## config.mk

```make
export PLATFORM = sky130hd
export DESIGN_NAME = mem_bus_arbiter_flat
export DESIGN_NICKNAME = d
export VERILOG_FILES = /design/src/rtl/mem_bus_arbiter_if.sv /design/src/rtl/mem_bus_arbiter.sv /design/src/flat_wrapper.sv
export SDC_FILE = /design/constraint.sdc
export NUM_CORES = 1
export LEC_CHECK = 0
export CORE_AREA = 2 2 149 151
export CTS_CLUSTER_DIAMETER = 40
export DETAILED_ROUTE_END_ITERATION = 8
export DIE_AREA = 0 0 151 153
export HOLD_SLACK_MARGIN = 0.08
export PLACE_DENSITY_LB_ADDON = 0.12
export SYNTH_ARGS = -nofsm -noshare
export SYNTH_HDL_FRONTEND = slang
export SYNTH_SLANG_ARGS = --single-unit
```

## constraint.sdc

```tcl
create_clock -name clock -period 2.2 [get_ports clock]
set_input_delay 0.22 -clock clock [delete_from_list [all_inputs] [get_ports clock]]
set_output_delay 0.22 -clock clock [all_outputs]
set_load 0.005 [all_outputs]
```

## src/rtl/mem_bus_arbiter_if.sv

```systemverilog
// Bus bundle between the dcache/icache requesters, main memory and mem_bus_arbiter.
// The slave modport is the arbiter's view; master is the view of whoever drives the requests.
interface mem_bus_arbiter_if #(
  parameter int unsigned TAG_W = 4
);
  // requester side
  logic [1:0]       d_command;
  logic [31:0]      d_addr;
  logic [63:0]      d_data;
  logic [1:0]       i_command;
  logic [31:0]      i_addr;
  // memory side
  logic [1:0]       proc2mem_command;
  logic [31:0]      proc2mem_addr;
  logic [63:0]      proc2mem_data;
  logic [TAG_W-1:0] mem2proc_response;
  logic [63:0]      mem2proc_data;
  logic [TAG_W-1:0] mem2proc_tag;
  // responses routed back to requesters
  logic [TAG_W-1:0] d_response;
  logic [TAG_W-1:0] i_response;
  logic [TAG_W-1:0] d_rsp_tag;
  logic [TAG_W-1:0] i_rsp_tag;
  logic [63:0]      rsp_data;
  logic             arb_err;

  modport slave (
    input  d_command, d_addr, d_data, i_command, i_addr,
    input  mem2proc_response, mem2proc_data, mem2proc_tag,
    output proc2mem_command, proc2mem_addr, proc2mem_data,
    output d_response, i_response, d_rsp_tag, i_rsp_tag, rsp_data, arb_err
  );

  modport master (
    output d_command, d_addr, d_data, i_command, i_addr,
    output mem2proc_response, mem2proc_data, mem2proc_tag,
    input  proc2mem_command, proc2mem_addr, proc2mem_data,
    input  d_response, i_response, d_rsp_tag, i_rsp_tag, rsp_data, arb_err
  );
endinterface

```

## src/rtl/mem_bus_arbiter.sv

```systemverilog
// mem_bus_arbiter: shares the main-memory port between dcache and icache.
// Grant and forwarding are combinational; hold state, tag-owner table and arb_err are registered.
// Optional feature: define MEM_ARB_STARVE_EN to add an icache anti-starvation counter
// (STARVE_LIMIT parameter exists only in that build).
module mem_bus_arbiter #(
  parameter int unsigned TAG_W = 4
`ifdef MEM_ARB_STARVE_EN
  , parameter int unsigned STARVE_LIMIT = 8
`endif
) (
  input  logic             clock,
  input  logic             reset,
  mem_bus_arbiter_if.slave bus
);

  localparam int unsigned NTAG = 32'(1) << TAG_W;
  localparam logic [1:0] CMD_NONE = 2'd0;
  localparam logic [1:0] CMD_LOAD = 2'd1;

  typedef enum logic [1:0] {S_IDLE = 2'd0, S_HOLD_D = 2'd1, S_HOLD_I = 2'd2} state_t;

  state_t state_q, state_d;

  logic            d_req, i_req, accepted, starve_hit;
  logic            gnt_d, gnt_i;
  logic            ret_hit, alloc;
  logic [NTAG-1:0] valid_q, valid_d;
  logic [NTAG-1:0] owner_q, owner_d;   // 1 = icache owns the tag
  logic            arb_err_q, arb_err_d;

  logic [1:0]       cmd;
  logic [31:0]      addr;
  logic [63:0]      data;
  logic [TAG_W-1:0] d_resp, i_resp, d_rtag, i_rtag;
  logic [63:0]      rdata;

  // icache STORE is illegal and never requests; reset masks all requests
  assign d_req    = !reset && (bus.d_command != CMD_NONE);
  assign i_req    = !reset && (bus.i_command == CMD_LOAD);
  assign accepted = (bus.mem2proc_response != '0);

`ifdef MEM_ARB_STARVE_EN
  logic [7:0] starve_q, starve_d;

  // count cycles icache wants the bus but loses; saturate rather than wrap
  always_comb begin
    starve_d = starve_q;
    if (gnt_i) begin
      starve_d = '0;
    end else if (i_req && (starve_q != 8'hFF)) begin
      starve_d = starve_q + 8'd1;
    end
  end

  // starve counter register
  always_ff @(posedge clock) begin
    if (reset) starve_q <= '0;
    else       starve_q <= starve_d;
  end

  assign starve_hit = (starve_q >= 8'(STARVE_LIMIT));
`else
  assign starve_hit = 1'b0;
`endif

  // arbitration: a held requester keeps the grant; otherwise arbitrate fresh
  always_comb begin
    gnt_d = 1'b0;
    gnt_i = 1'b0;
    if ((state_q == S_HOLD_D) && d_req) begin
      gnt_d = 1'b1;
    end else if ((state_q == S_HOLD_I) && i_req) begin
      gnt_i = 1'b1;
    end else if (starve_hit && i_req) begin
      gnt_i = 1'b1;
    end else if (d_req) begin
      gnt_d = 1'b1;
    end else if (i_req) begin
      gnt_i = 1'b1;
    end
  end

  // state register
  always_ff @(posedge clock) begin
    if (reset) state_q <= S_IDLE;
    else       state_q <= state_d;
  end

  // next state: a rejected grant holds that requester
  always_comb begin
    state_d = S_IDLE;
    if (gnt_d && !accepted) begin
      state_d = S_HOLD_D;
    end else if (gnt_i && !accepted) begin
      state_d = S_HOLD_I;
    end
  end

  // forwarding and response routing outputs
  always_comb begin
    cmd    = CMD_NONE;
    addr   = '0;
    data   = '0;
    d_resp = '0;
    i_resp = '0;
    d_rtag = '0;
    i_rtag = '0;
    rdata  = '0;
    if (gnt_d) begin
      cmd    = bus.d_command;
      addr   = bus.d_addr;
      data   = bus.d_data;
      d_resp = bus.mem2proc_response;
    end else if (gnt_i) begin
      cmd    = bus.i_command;
      addr   = bus.i_addr;
      i_resp = bus.mem2proc_response;
    end
    if (ret_hit && valid_q[bus.mem2proc_tag]) begin
      if (owner_q[bus.mem2proc_tag]) i_rtag = bus.mem2proc_tag;
      else                           d_rtag = bus.mem2proc_tag;
    end
    if (!reset) rdata = bus.mem2proc_data;
  end

  assign ret_hit = !reset && (bus.mem2proc_tag != '0);
  assign alloc   = accepted && (gnt_i || (gnt_d && (bus.d_command == CMD_LOAD)));

  // owner table update: retire first so a same-tag allocate overrides it
  always_comb begin
    valid_d   = valid_q;
    owner_d   = owner_q;
    arb_err_d = arb_err_q;
    if (ret_hit) begin
      if (valid_q[bus.mem2proc_tag]) valid_d[bus.mem2proc_tag] = 1'b0;
      else                           arb_err_d = 1'b1;
    end
    if (alloc) begin
      valid_d[bus.mem2proc_response] = 1'b1;
      owner_d[bus.mem2proc_response] = gnt_i;
    end
  end

  // owner table and sticky error registers
  always_ff @(posedge clock) begin
    if (reset) begin
      valid_q   <= '0;
      owner_q   <= '0;
      arb_err_q <= 1'b0;
    end else begin
      valid_q   <= valid_d;
      owner_q   <= owner_d;
      arb_err_q <= arb_err_d;
    end
  end

  assign bus.proc2mem_command = cmd;
  assign bus.proc2mem_addr    = addr;
  assign bus.proc2mem_data    = data;
  assign bus.d_response       = d_resp;
  assign bus.i_response       = i_resp;
  assign bus.d_rsp_tag        = d_rtag;
  assign bus.i_rsp_tag        = i_rtag;
  assign bus.rsp_data         = rdata;
  assign bus.arb_err          = arb_err_q;

endmodule
```

## src/flat_wrapper.sv

```systemverilog
// flat-port wrapper written by rule: the top's interface ports become plain ports
module mem_bus_arbiter_flat 
#(
  parameter int unsigned TAG_W = 4

)
  (clock, reset, bus_d_command, bus_d_addr, bus_d_data, bus_i_command, bus_i_addr, bus_mem2proc_response, bus_mem2proc_data, bus_mem2proc_tag, bus_proc2mem_command, bus_proc2mem_addr, bus_proc2mem_data, bus_d_response, bus_i_response, bus_d_rsp_tag, bus_i_rsp_tag, bus_rsp_data, bus_arb_err);
  mem_bus_arbiter_if #(.TAG_W(TAG_W)) bus_i ();
  input  logic clock;
  input  logic reset;
  input wire logic [$bits(bus_i.d_command)-1:0] bus_d_command;
  input wire logic [$bits(bus_i.d_addr)-1:0] bus_d_addr;
  input wire logic [$bits(bus_i.d_data)-1:0] bus_d_data;
  input wire logic [$bits(bus_i.i_command)-1:0] bus_i_command;
  input wire logic [$bits(bus_i.i_addr)-1:0] bus_i_addr;
  input wire logic [$bits(bus_i.mem2proc_response)-1:0] bus_mem2proc_response;
  input wire logic [$bits(bus_i.mem2proc_data)-1:0] bus_mem2proc_data;
  input wire logic [$bits(bus_i.mem2proc_tag)-1:0] bus_mem2proc_tag;
  output wire logic [$bits(bus_i.proc2mem_command)-1:0] bus_proc2mem_command;
  output wire logic [$bits(bus_i.proc2mem_addr)-1:0] bus_proc2mem_addr;
  output wire logic [$bits(bus_i.proc2mem_data)-1:0] bus_proc2mem_data;
  output wire logic [$bits(bus_i.d_response)-1:0] bus_d_response;
  output wire logic [$bits(bus_i.i_response)-1:0] bus_i_response;
  output wire logic [$bits(bus_i.d_rsp_tag)-1:0] bus_d_rsp_tag;
  output wire logic [$bits(bus_i.i_rsp_tag)-1:0] bus_i_rsp_tag;
  output wire logic [$bits(bus_i.rsp_data)-1:0] bus_rsp_data;
  output wire logic [$bits(bus_i.arb_err)-1:0] bus_arb_err;
  assign bus_i.d_command = bus_d_command;
  assign bus_i.d_addr = bus_d_addr;
  assign bus_i.d_data = bus_d_data;
  assign bus_i.i_command = bus_i_command;
  assign bus_i.i_addr = bus_i_addr;
  assign bus_i.mem2proc_response = bus_mem2proc_response;
  assign bus_i.mem2proc_data = bus_mem2proc_data;
  assign bus_i.mem2proc_tag = bus_mem2proc_tag;
  assign bus_proc2mem_command = bus_i.proc2mem_command;
  assign bus_proc2mem_addr = bus_i.proc2mem_addr;
  assign bus_proc2mem_data = bus_i.proc2mem_data;
  assign bus_d_response = bus_i.d_response;
  assign bus_i_response = bus_i.i_response;
  assign bus_d_rsp_tag = bus_i.d_rsp_tag;
  assign bus_i_rsp_tag = bus_i.i_rsp_tag;
  assign bus_rsp_data = bus_i.rsp_data;
  assign bus_arb_err = bus_i.arb_err;
  mem_bus_arbiter #(.TAG_W(TAG_W)) u_core (.clock(clock), .reset(reset), .bus(bus_i));
endmodule
```

==> impl_metrics.env, run 1 <==
export IMPL_synth_area_top_cells="dfxtp_1 (22%), nor2b_1 (14%), and2_1 (14%)"
export IMPL_num_vias=4616
export IMPL_final_period_utilization_pct=97.3
export IMPL_dieHeight_um=153
export IMPL_required_worst_endpoint_ns=1.98
export IMPL_number_of_i_o_pins=385
export IMPL_number_of_antenna_violations_at_the_first_check_in_global_routing=5
export IMPL_route_layer_met1_wl_um=8780
export IMPL_synthCells=407
export IMPL_worstSetupStartpointType="input pin"
export IMPL_peak_ir_drop_on_the_vdd_network_mv=0.303
export IMPL_source_to_sink_clock_delay_at_the_later_pin_of_the_worst_skew_pair_ns=0.27
export IMPL_p_sw_mw=0.664
export IMPL_die_width_um=151
export IMPL_hold_path_cell_count=2
export IMPL_drt_iter0_drc=145
export IMPL_share_clk_of_total_power_pct=27.3
export IMPL_coreArea_mm2=0.0215
export IMPL_post_synth_cell_area_avg_um2=7.79
export IMPL_drv_cap=0
export IMPL_crit_fanout=5
export IMPL_p_per_area_mw_per_mm2=313
export IMPL_synthToLayoutAreaGrowth_pct=150
export IMPL_die_area_mm2=0.0231
export IMPL_vias_in_the_first_global_route=4924
export IMPL_finalSetupViolations=0
export IMPL_grt_pass1_wl_um=32700
export IMPL_grt_overflow_total=0
export IMPL_num_rows=54
export IMPL_detail_route_wl_per_cell_um=20.0
export IMPL_drt_wirelength_um=22300
export IMPL_ys_seq_area_share_pct=22.1
export IMPL_via_per_inst=4.13
export IMPL_post_synth_top_area_fraction_pct=22.1
export IMPL_postSynthRegisterBits=35
export IMPL_max_clock_freq_ghz=0.467
export IMPL_finalMaxSlewViolations=0
export IMPL_mappedNetlistArea_mm2=0.00317
export IMPL_drt_antenna_violating_nets=0
export IMPL_p_comb_share_pct=46.8
export IMPL_power_switching_share_pct=26.8
export IMPL_grt_setup_unrepaired="no"
export IMPL_cts_max_level=2
export IMPL_asr_flop_ratio_synth_pct=0
export IMPL_cts_root_to_sink_buffers=2
export IMPL_sequentialPowerShare_pct=25.9
export IMPL_timing_max_slew_rel_slack_pct=68.9
export IMPL_final_min_clock_period_ns=2.14
export IMPL_p_int_mw=1.82
export IMPL_placed_instance_count=1087
export IMPL_timing_worst_slew_pin_value_ns=0.462
export IMPL_grt_usage_pct=18.8
export IMPL_wl_met2_um=11800
export IMPL_synth_warning_count=0
export IMPL_finalHoldWorstSlack_ns=0.467
export IMPL_synth_cell_types=47
export IMPL_floorplan_initialDensity_pct=14.8
export IMPL_numPortBuffers=384
export IMPL_count_of_flip_flops_with_a_built_in_enable_after_synthesis=0
export IMPL_highest_routed_metal_layer="met5"
export IMPL_cts_root_buf="clkbuf_16"
export IMPL_cts_sinks=35
export IMPL_report_final_hold_viol_count=0
export IMPL_element_type_at_the_critical_path_end="output pin"
export IMPL_synth_ff_type="dfxtp_1"
export IMPL_fin_nets=1042
export IMPL_p_leak_nw=3.44
export IMPL_layout_drive_gt1_share_pct=18.4
export IMPL_total_nets_after_synthesis=613
export IMPL_largest_net_degree_at_the_start_of_global_routing=70
export IMPL_met3_wirelength_um=1460
export IMPL_finalWeightedCongestion=0.876
export IMPL_fin_skew_ns=0.00305
export IMPL_hp_class="reg -> reg"
export IMPL_drt_pass1_iterations=4
export IMPL_yosys_area_top_type="dfxtp_1"
export IMPL_hpwlAfterDp_um=18400
export IMPL_drcViolationCount=0
export IMPL_run_status="finished, final reports clean"
export IMPL_clock_input_transition_at_the_sequential_cells_of_the_worst_setup_and_hold_paths_ns=0.06
export IMPL_worstSetupPathType="in -> out"
export IMPL_reg2regPathDepth=6
export IMPL_final_instance_count_excl_fill=1118
export IMPL_data_arrival_time_at_the_worst_slack_endpoint_ns=1.92
export IMPL_fillers=2239
export IMPL_number_of_buffers_created_by_cts=5
export IMPL_cts_tree="yes"
## cells by family after synthesis
| family | count (synthesis) | synth area share (%) |
|---|---|---|
| and+or+nand+nor | 210 | 38.6 |
| AOI/OAI and AO/OA | 93 | 21.3 |
| buffers and inverters | 39 | 5.64 |
| DFF | 35 | 22.1 |
| muxes | 30 | 12.3 |
## cells in the final DEF (no fill, tap or decap), types with 21 or more instances in the layout
master,n
and2_1,69
nand2_1,28
a22o_1,32
nor2b_1,70
clkdlybuf4s50_1,269
dfxtp_1,34
buf_4,53
clkbuf_2,23
buf_2,21
dlygate4sd2_1,61
## final cells by class
type	count	area, µm²	share of cell area [%]
clock buffer	7	133	1.67
inverter	5	18.8	0.236
timing repair buffer	456	4350	54.8
sequential	35	702	8.84
antenna	1	2.50	0.0315
tap	280	350	4.41
clock inverter	1	5.00	0.0631
multi-input combinational	333	2370	29.9
## path summary, 6_finish.rpt
path	start	end	slack [ns]
worst max-delay path	bus_mem2proc_tag[0]	bus_i_rsp_tag[0]	0.06
worst min-delay path	u_core.owner_q[5]	u_core.owner_q[5]	0.47
worst max register to register	u_core.state_q[1]	u_core.owner_q[13]	0.45
worst min register to register	u_core.owner_q[5]	u_core.owner_q[5]	0.47
## cell usage after synthesis, drive strengths merged (5+ instances only)
master and n:
nand2 28, nor2b 72, nor2 19, mux4 5, a21oi 16, dfxtp 35, a22o 32, o21ai 18
buf 12, and2 69, a211oi 6, mux2 5, mux2i 20, clkbuf 22
## state kept, by name, indices dropped and copies added, names as in the netlist
register,count
u_core.valid_q,16
u_core.owner_q,16
u_core.state_q,2
u_core.bus.arb_err,1
## metrics by stage
step | setup TNS, ns | util [%] | area [µm²] | setup WS [ns] | power (mW)
final | 0 | 36.9 | 7940 | 0.0598 | 2.48
after global routing | 0 | 36.9 | 7940 | 0.00387 | 2.60
after CTS | -0.0462 | 37.1 | 7980 | -0.0435 | 2.51
after detailed placement | -23.23 | 35.6 | 7650 | -0.689 | 1.81
after global placement | -20.54 | 35.6 | 7650 | -0.615 | 1.81
after floorplan | 0 | - | 3170 | 0.484 | 0.948
## routing by layer
layer  track usage, %  vias up
met5                0        -
met1             21.8     2151
met3             5.16       16
met2             34.9      165
met4             2.58        8
li1                 -     2276
## power groups by stage
stage,Clock [mW],Sequential [mW],Combinational [mW]
2_1_floorplan,0,0.656,0.292
3_3_place_gp,0,0.657,1.15
3_5_place_dp,0,0.657,1.15
4_1_cts,0.686,0.643,1.18
5_1_grt,0.720,0.643,1.24
6_report,0.677,0.643,1.16
## worst max-delay path: stages
cell and delay (ns):
buf_2 0.13, bufbuf_16 0.27, mux2i_1 0.13, o2bb2ai_2 0.13
or4_4 0.55, buf_4 0.17, a211oi_2 0.17, buf_2 0.14
## timing repair
item	CTS	global route
pin swaps	4	5
endpoints found under the hold margin	0	0
hold buffers	0	0
resized for setup	219	44
gates cloned	5	1
setup endpoints to repair	111	68
buffers inserted	16	1
Note: power is estimated with default switching activity, not from simulation.
==> inputs of run 2 (changes only) <==
--- a/config.mk
+++ b/config.mk
@@ -10,6 +10,7 @@
 export DETAILED_ROUTE_END_ITERATION = 8
 export DIE_AREA = 0 0 151 153
 export HOLD_SLACK_MARGIN = 0.08
+export MAX_ROUTING_LAYER = met4
 export PLACE_DENSITY_LB_ADDON = 0.12
 export SYNTH_ARGS = -nofsm -noshare
 export SYNTH_HDL_FRONTEND = slang
==> impl_metrics.env, run 2 (synthesis results as in run 1) <==
export IMPL_fin_skew_ns=0.00548
export IMPL_run_status="complete, but fails checks"
export IMPL_worstSetupStartpointType="flip-flop"
export IMPL_hp_class="reg -> reg"
export IMPL_floorplan_initialDensity_pct=14.8
export IMPL_finalWeightedCongestion=0.893
export IMPL_number_of_i_o_pins=385
export IMPL_most_frequent_standard_cell_in_the_layout_excluding_fill_and_tap_cells="clkdlybuf4s50_1"
export IMPL_timing_worst_slew_pin_value_ns=0.521
export IMPL_p_leak_nw=3.94
export IMPL_die_area_mm2=0.0231
export IMPL_cts_max_level=2
export IMPL_drt_pass1_iterations=5
export IMPL_max_clock_freq_ghz=0.452
export IMPL_ff2ff_setup_slack_ns=0.41
export IMPL_final_period_utilization_pct=101
export IMPL_cts_tree="yes"
export IMPL_utilization_pct=38.3
export IMPL_largest_registers="u_core.owner_q (16), u_core.valid_q (16), u_core.state_q (2)"
export IMPL_source_to_sink_clock_delay_at_the_later_pin_of_the_worst_skew_pair_ns=0.28
export IMPL_largest_net_degree_at_the_start_of_global_routing=52
export IMPL_worstSetupPathType="reg -> out"
export IMPL_numPortBuffers=384
export IMPL_placed_instance_count=1093
export IMPL_reg2regPathDepth=6
export IMPL_via_per_inst=4.15
export IMPL_element_type_at_the_critical_path_end="output pin"
export IMPL_dieHeight_um=153
export IMPL_drt_wirelength_um=22300
export IMPL_drt_iter0_drc=140
export IMPL_num_vias=4669
export IMPL_fin_nets=1042
export IMPL_number_of_buffers_created_by_cts=5
export IMPL_required_worst_endpoint_ns=1.98
export IMPL_drt_antenna_violating_nets=0
export IMPL_grt_overflow_total=0
export IMPL_die_width_um=151
export IMPL_hpwlAfterDp_um=18700
export IMPL_cts_root_buf="clkbuf_16"
export IMPL_drv_cap=0
export IMPL_cp_slowest_stage_delay_ns=0.49
export IMPL_cts_sinks=35
export IMPL_p_per_area_mw_per_mm2=303
export IMPL_finalMaxSlewViolations=0
export IMPL_hold_path_cell_count=2
export IMPL_failed_checks="setup timing"
export IMPL_cts_root_to_sink_buffers=2
export IMPL_path_common_cell="buf_6"
export IMPL_number_of_antenna_violations_at_the_first_check_in_global_routing=8
export IMPL_crit_fanout=8
export IMPL_clock_input_transition_at_the_sequential_cells_of_the_worst_setup_and_hold_paths_ns=0.05
export IMPL_worst_path_max_delay_cell="clkdlybuf4s50_1"
export IMPL_detail_route_wl_per_cell_um=19.8
export IMPL_ff_latch_area_um2=706
export IMPL_mostFrequentLayoutCells="clkdlybuf4s50_1 (270), dlygate4sd2_1 (72), nor2b_1 (70), and2_1 (69), buf_4 (53)"
export IMPL_timing_max_slew_rel_slack_pct=65.2
export IMPL_finalSetupViolations=2
export IMPL_grt_pass1_wl_um=32100
export IMPL_vias_in_the_first_global_route=4909
export IMPL_layout_drive_gt1_share_pct=14.5
export IMPL_peak_ir_drop_on_the_vdd_network_mv=0.231
export IMPL_drcViolationCount=0
export IMPL_cells_traversed_along_the_worst_timing_path="and4bb_2, nor3_4, buf_6, buf_6, a22o_1, clkdlybuf4s50_1"
export IMPL_finalHoldWorstSlack_ns=0.462
export IMPL_final_instance_count_excl_fill=1125
export IMPL_grt_setup_unrepaired="yes"
export IMPL_multi_input_area_mm2=0.00239
export IMPL_final_min_clock_period_ns=2.21
export IMPL_synthToLayoutAreaGrowth_pct=159
export IMPL_grt_usage_pct=19.2
export IMPL_num_rows=54
export IMPL_report_final_hold_viol_count=0
export IMPL_setup_slack_ns=-0.0143
export IMPL_p_total_mw=2.49
export IMPL_coreArea_mm2=0.0215
export IMPL_data_arrival_time_at_the_worst_slack_endpoint_ns=1.99
export IMPL_fillers=2231
## run 2: cell types whose count changed in the layout (fill, tap and decap cells not counted), sizes merged, moves of 7 or more
cell / before / now
dlymetal6s2s: 1 / 37
clkbuf: 31 / 7
buf: 90 / 73
dlygate4sd2: 61 / 72
clkdlybuf4s15: 9 / 1
diode: 1 / 8
## run 2: critical path: cells and delay by family, from the launching register on
kind            cells  cell delay, ns
simple gates        2            0.44
buf+inv             3            0.81
flops               1            0.33
compound gates      1            0.13
## run 2: layout make-up
class / instances / area share [%]
well taps: 280 / 4.26
clock inverters: 3 / 0.183
repair buffers: 456 / 55.9
multi-input cells: 333 / 29.1
clock buffers: 5 / 1.52
flip-flops and latches: 35 / 8.59
inverters: 5 / 0.228
diodes: 8 / 0.244
## run 2: stage by stage
stage          TNS [ns]  instance area [µm²]  setup slack, ns
2_1_floorplan         0                 3170            0.484
3_3_place_gp     -19.06                 7700           -0.576
3_5_place_dp     -20.74                 7700           -0.626
4_1_cts           -2.34                 8010           -0.139
5_1_grt          -0.219                 8220           -0.104
6_report        -0.0223                 8220          -0.0143
## run 2: final timing paths
path	start	end
setup / recovery	u_core.state_q[0]	bus_proc2mem_addr[8]
hold / removal	u_core.owner_q[3]	u_core.owner_q[3]
setup reg to reg	u_core.state_q[1]	u_core.owner_q[10]
hold reg to reg	u_core.owner_q[3]	u_core.owner_q[3]
## run 2: repair_timing
| item | in CTS | in global routing |
|---|---|---|
| cloned | 3 | 2 |
| buffers inserted | 10 | 2 |
| pin swaps | 2 | 4 |
| hold buffers | 0 | 0 |
| setup endpoints to repair | 113 | 43 |
| resized for setup | 117 | 46 |
## run 2: where the power goes
group	total (mW)	leakage [nW]	internal (mW)	switching, mW
clock network	0.669	0.0734	0.412	0.257
registers	0.644	0.284	0.640	0.00367
logic	1.18	3.59	0.776	0.403
total	2.49	3.94	1.83	0.664
## run 2: metal layers
layer | GRT usage, % | part of all wire [%] | wire, µm
met1 | 21.1 | 39 | 8640
met2 | 34.1 | 52 | 11600
met3 | 5.19 | 6.6 | 1480
met4 | 4.72 | 2.7 | 605
met5 | - | 0 | 0
==> inputs of run 3 (changes only) <==
--- a/config.mk
+++ b/config.mk
@@ -9,9 +9,11 @@
 export CTS_CLUSTER_DIAMETER = 40
 export DETAILED_ROUTE_END_ITERATION = 8
 export DIE_AREA = 0 0 151 153
+export GPL_TIMING_DRIVEN = 0
 export HOLD_SLACK_MARGIN = 0.08
 export MAX_ROUTING_LAYER = met4
 export PLACE_DENSITY_LB_ADDON = 0.12
+export SLEW_MARGIN = 30
 export SYNTH_ARGS = -nofsm -noshare
 export SYNTH_HDL_FRONTEND = slang
 export SYNTH_SLANG_ARGS = --single-unit
==> impl_metrics.env, run 3 (synthesis results as in run 1) <==
export IMPL_synthToLayoutAreaGrowth_pct=143
export IMPL_cts_tree="yes"
export IMPL_ff2ff_setup_slack_ns=0.26
export IMPL_fillers=2282
export IMPL_max_clock_freq_ghz=0.464
export IMPL_floorplan_initialDensity_pct=14.8
export IMPL_number_of_buffers_created_by_cts=5
export IMPL_element_type_at_the_critical_path_end="output pin"
export IMPL_cts_max_level=2
export IMPL_most_frequent_standard_cell_in_the_layout_excluding_fill_and_tap_cells="clkdlybuf4s50_1"
export IMPL_multi_input_area_mm2=0.00240
export IMPL_mostFrequentLayoutCells="clkdlybuf4s50_1 (266), dlygate4sd2_1 (86), nor2b_1 (70), and2_1 (68), a22o_1 (31)"
export IMPL_place_area_mm2=0.00735
export IMPL_drcViolationCount=0
export IMPL_grt_usage_pct=19.0
export IMPL_share_clk_of_total_power_pct=28.7
export IMPL_numPortBuffers=382
export IMPL_drt_pass1_iterations=4
export IMPL_largest_registers="u_core.owner_q (16), u_core.valid_q (16), u_core.state_q (2)"
export IMPL_p_int_mw=1.78
export IMPL_required_worst_endpoint_ns=1.98
export IMPL_grt_overflow_total=0
export IMPL_num_vias=4499
export IMPL_drt_antenna_violating_nets=0
export IMPL_timing_hold_worst_endpoint="u_core.owner_q[15]"
export IMPL_grt_setup_unrepaired="yes"
export IMPL_hold_path_startpoint="u_core.owner_q[15]"
export IMPL_dieHeight_um=153
export IMPL_reg2regPathDepth=6
export IMPL_finalHoldWorstSlack_ns=0.463
export IMPL_die_area_mm2=0.0231
export IMPL_number_of_antenna_violations_at_the_first_check_in_global_routing=10
export IMPL_p_per_area_mw_per_mm2=316
export IMPL_peak_ir_drop_on_the_vdd_network_mv=0.331
export IMPL_largest_net_degree_at_the_start_of_global_routing=11
export IMPL_hold_path_cell_count=2
export IMPL_hpwlAfterDp_um=19000
export IMPL_via_per_inst=4.09
export IMPL_p_total_mw=2.43
export IMPL_cts_root_to_sink_buffers=2
export IMPL_worstSetupPathType="in -> out"
export IMPL_data_arrival_time_at_the_worst_slack_endpoint_ns=1.94
export IMPL_regToRegEndpoint="u_core.owner_q[3]"
export IMPL_source_to_sink_clock_delay_at_the_later_pin_of_the_worst_skew_pair_ns=0.27
export IMPL_critical_path_reg2reg_startpoint="u_core.state_q[0]"
export IMPL_finalSetupViolations=0
export IMPL_vias_in_the_first_global_route=4725
export IMPL_hp_class="reg -> reg"
export IMPL_crit_fanout=10
export IMPL_setup_slack_ns=0.0444
export IMPL_cts_sinks=35
export IMPL_finalMaxSlewViolations=0
export IMPL_dp_worst_setup_slack_ns=-1.20
export IMPL_layout_drive_gt1_share_pct=13.1
export IMPL_sequentialPowerShare_pct=26.5
export IMPL_detail_route_wl_per_cell_um=20.0
export IMPL_number_of_i_o_pins=385
export IMPL_drv_cap=0
export IMPL_finalWeightedCongestion=0.908
export IMPL_power_switching_share_pct=26.7
export IMPL_final_cell_area_mm2=0.00769
export IMPL_p_comb_share_pct=44.9
export IMPL_cts_hold_buffers_added=0
export IMPL_timing_max_slew_rel_slack_pct=59.5
export IMPL_clock_input_transition_at_the_sequential_cells_of_the_worst_setup_and_hold_paths_ns=0.05
export IMPL_cts_root_buf="clkbuf_16"
export IMPL_p_sw_mw=0.648
export IMPL_run_status="finished, final reports clean"
export IMPL_fin_nets=1016
export IMPL_worstSetupStartpointType="input pin"
export IMPL_p_leak_nw=3.29
export IMPL_timing_worst_slew_pin_value_ns=0.601
export IMPL_grt_pass1_wl_um=31500
export IMPL_final_min_clock_period_ns=2.16
export IMPL_report_final_hold_viol_count=0
export IMPL_die_width_um=151
export IMPL_drt_iter0_drc=169
export IMPL_final_period_utilization_pct=98.0
export IMPL_drt_wirelength_um=21900
export IMPL_ff_latch_area_um2=707
export IMPL_coreArea_mm2=0.0215
export IMPL_fin_skew_ns=0.00374
export IMPL_num_rows=54
## run 3: cell count changes in the layout (fill, tap and decap cells not counted), sizes merged, moves of 2 or more
| cell | previous run | this run |
|---|---|---|
| dlymetal6s2s | 37 | 1 |
| clkinv | 4 | 2 |
| buf | 73 | 30 |
| clkdlybuf4s50 | 270 | 266 |
| clkdlybuf4s15 | 1 | 11 |
| clkbuf | 7 | 42 |
| dlygate4sd2 | 72 | 86 |
## run 3: critical path: stages
cell and delay (ns):
dlygate4sd2_1 0.26, nor3b_2 0.27, o21a_2 0.22, buf_6 0.16, buf_6 0.15, and2_1 0.13
clkdlybuf4s50_1 0.52
## run 3: power by group through the flow
stage	combinational [mW]	sequential (mW)	clock, mW
floorplan	0.292	0.656	0
global placement	1.11	0.656	0
detailed placement	1.11	0.657	0
CTS	1.11	0.643	0.710
global route	1.16	0.644	0.739
finish	1.09	0.643	0.696
## run 3: layer usage
layer  vias to the layer above  track usage, %  share of wire [%]
met4                         0            4.05                2.0
met2                       186            33.6                 52
met1                      2059            20.7                 38
li1                       2233               -                  -
met3                        21            6.24                7.3
met5                         -               -                  0
## run 3: cell type report
type / count / area share (%)
Timing Repair Buffer: 398 / 49.2
Multi-Input combinational cell: 333 / 31.2
Sequential cell: 35 / 9.19
Tap cell: 280 / 4.55
Buffer: 32 / 3.48
Clock buffer: 6 / 1.80
Antenna cell: 9 / 0.293
Inverter: 5 / 0.244
Clock inverter: 1 / 0.0650
## run 3: how the worst max path moves through the flow
stage                     slack (ns)  cells past startpoint                start                    end
after floorplan                 0.48                      6  bus_mem2proc_tag[0]       bus_d_rsp_tag[0]
final                           0.04                      7     bus_i_command[1]      bus_i_response[2]
after detailed placement       -1.20                      7     bus_i_command[1]  bus_proc2mem_data[55]
after global routing           -0.07                      6    u_core.state_q[1]      bus_i_response[2]
after global placement         -1.08                      7     bus_i_command[1]  bus_proc2mem_data[55]
after CTS                     0.0007                      8    u_core.state_q[0]  bus_proc2mem_addr[16]
## run 3: repair_timing
action,CTS,global route
pin swaps,4,0
resized for setup,205,40
endpoints found under the hold margin,0,0
setup endpoints to repair,117,38
cloned,1,0
setup buffers,15,0
## run 3: through the flow
step	cells	utilization [%]	setup TNS [ns]
floorplan	407	-	0
global placement	1069	34.2	-83.21
detailed placement	1069	34.2	-93.62
CTS	1092	35.8	0
global route	1099	35.8	-0.0736
finish	1099	35.8	0
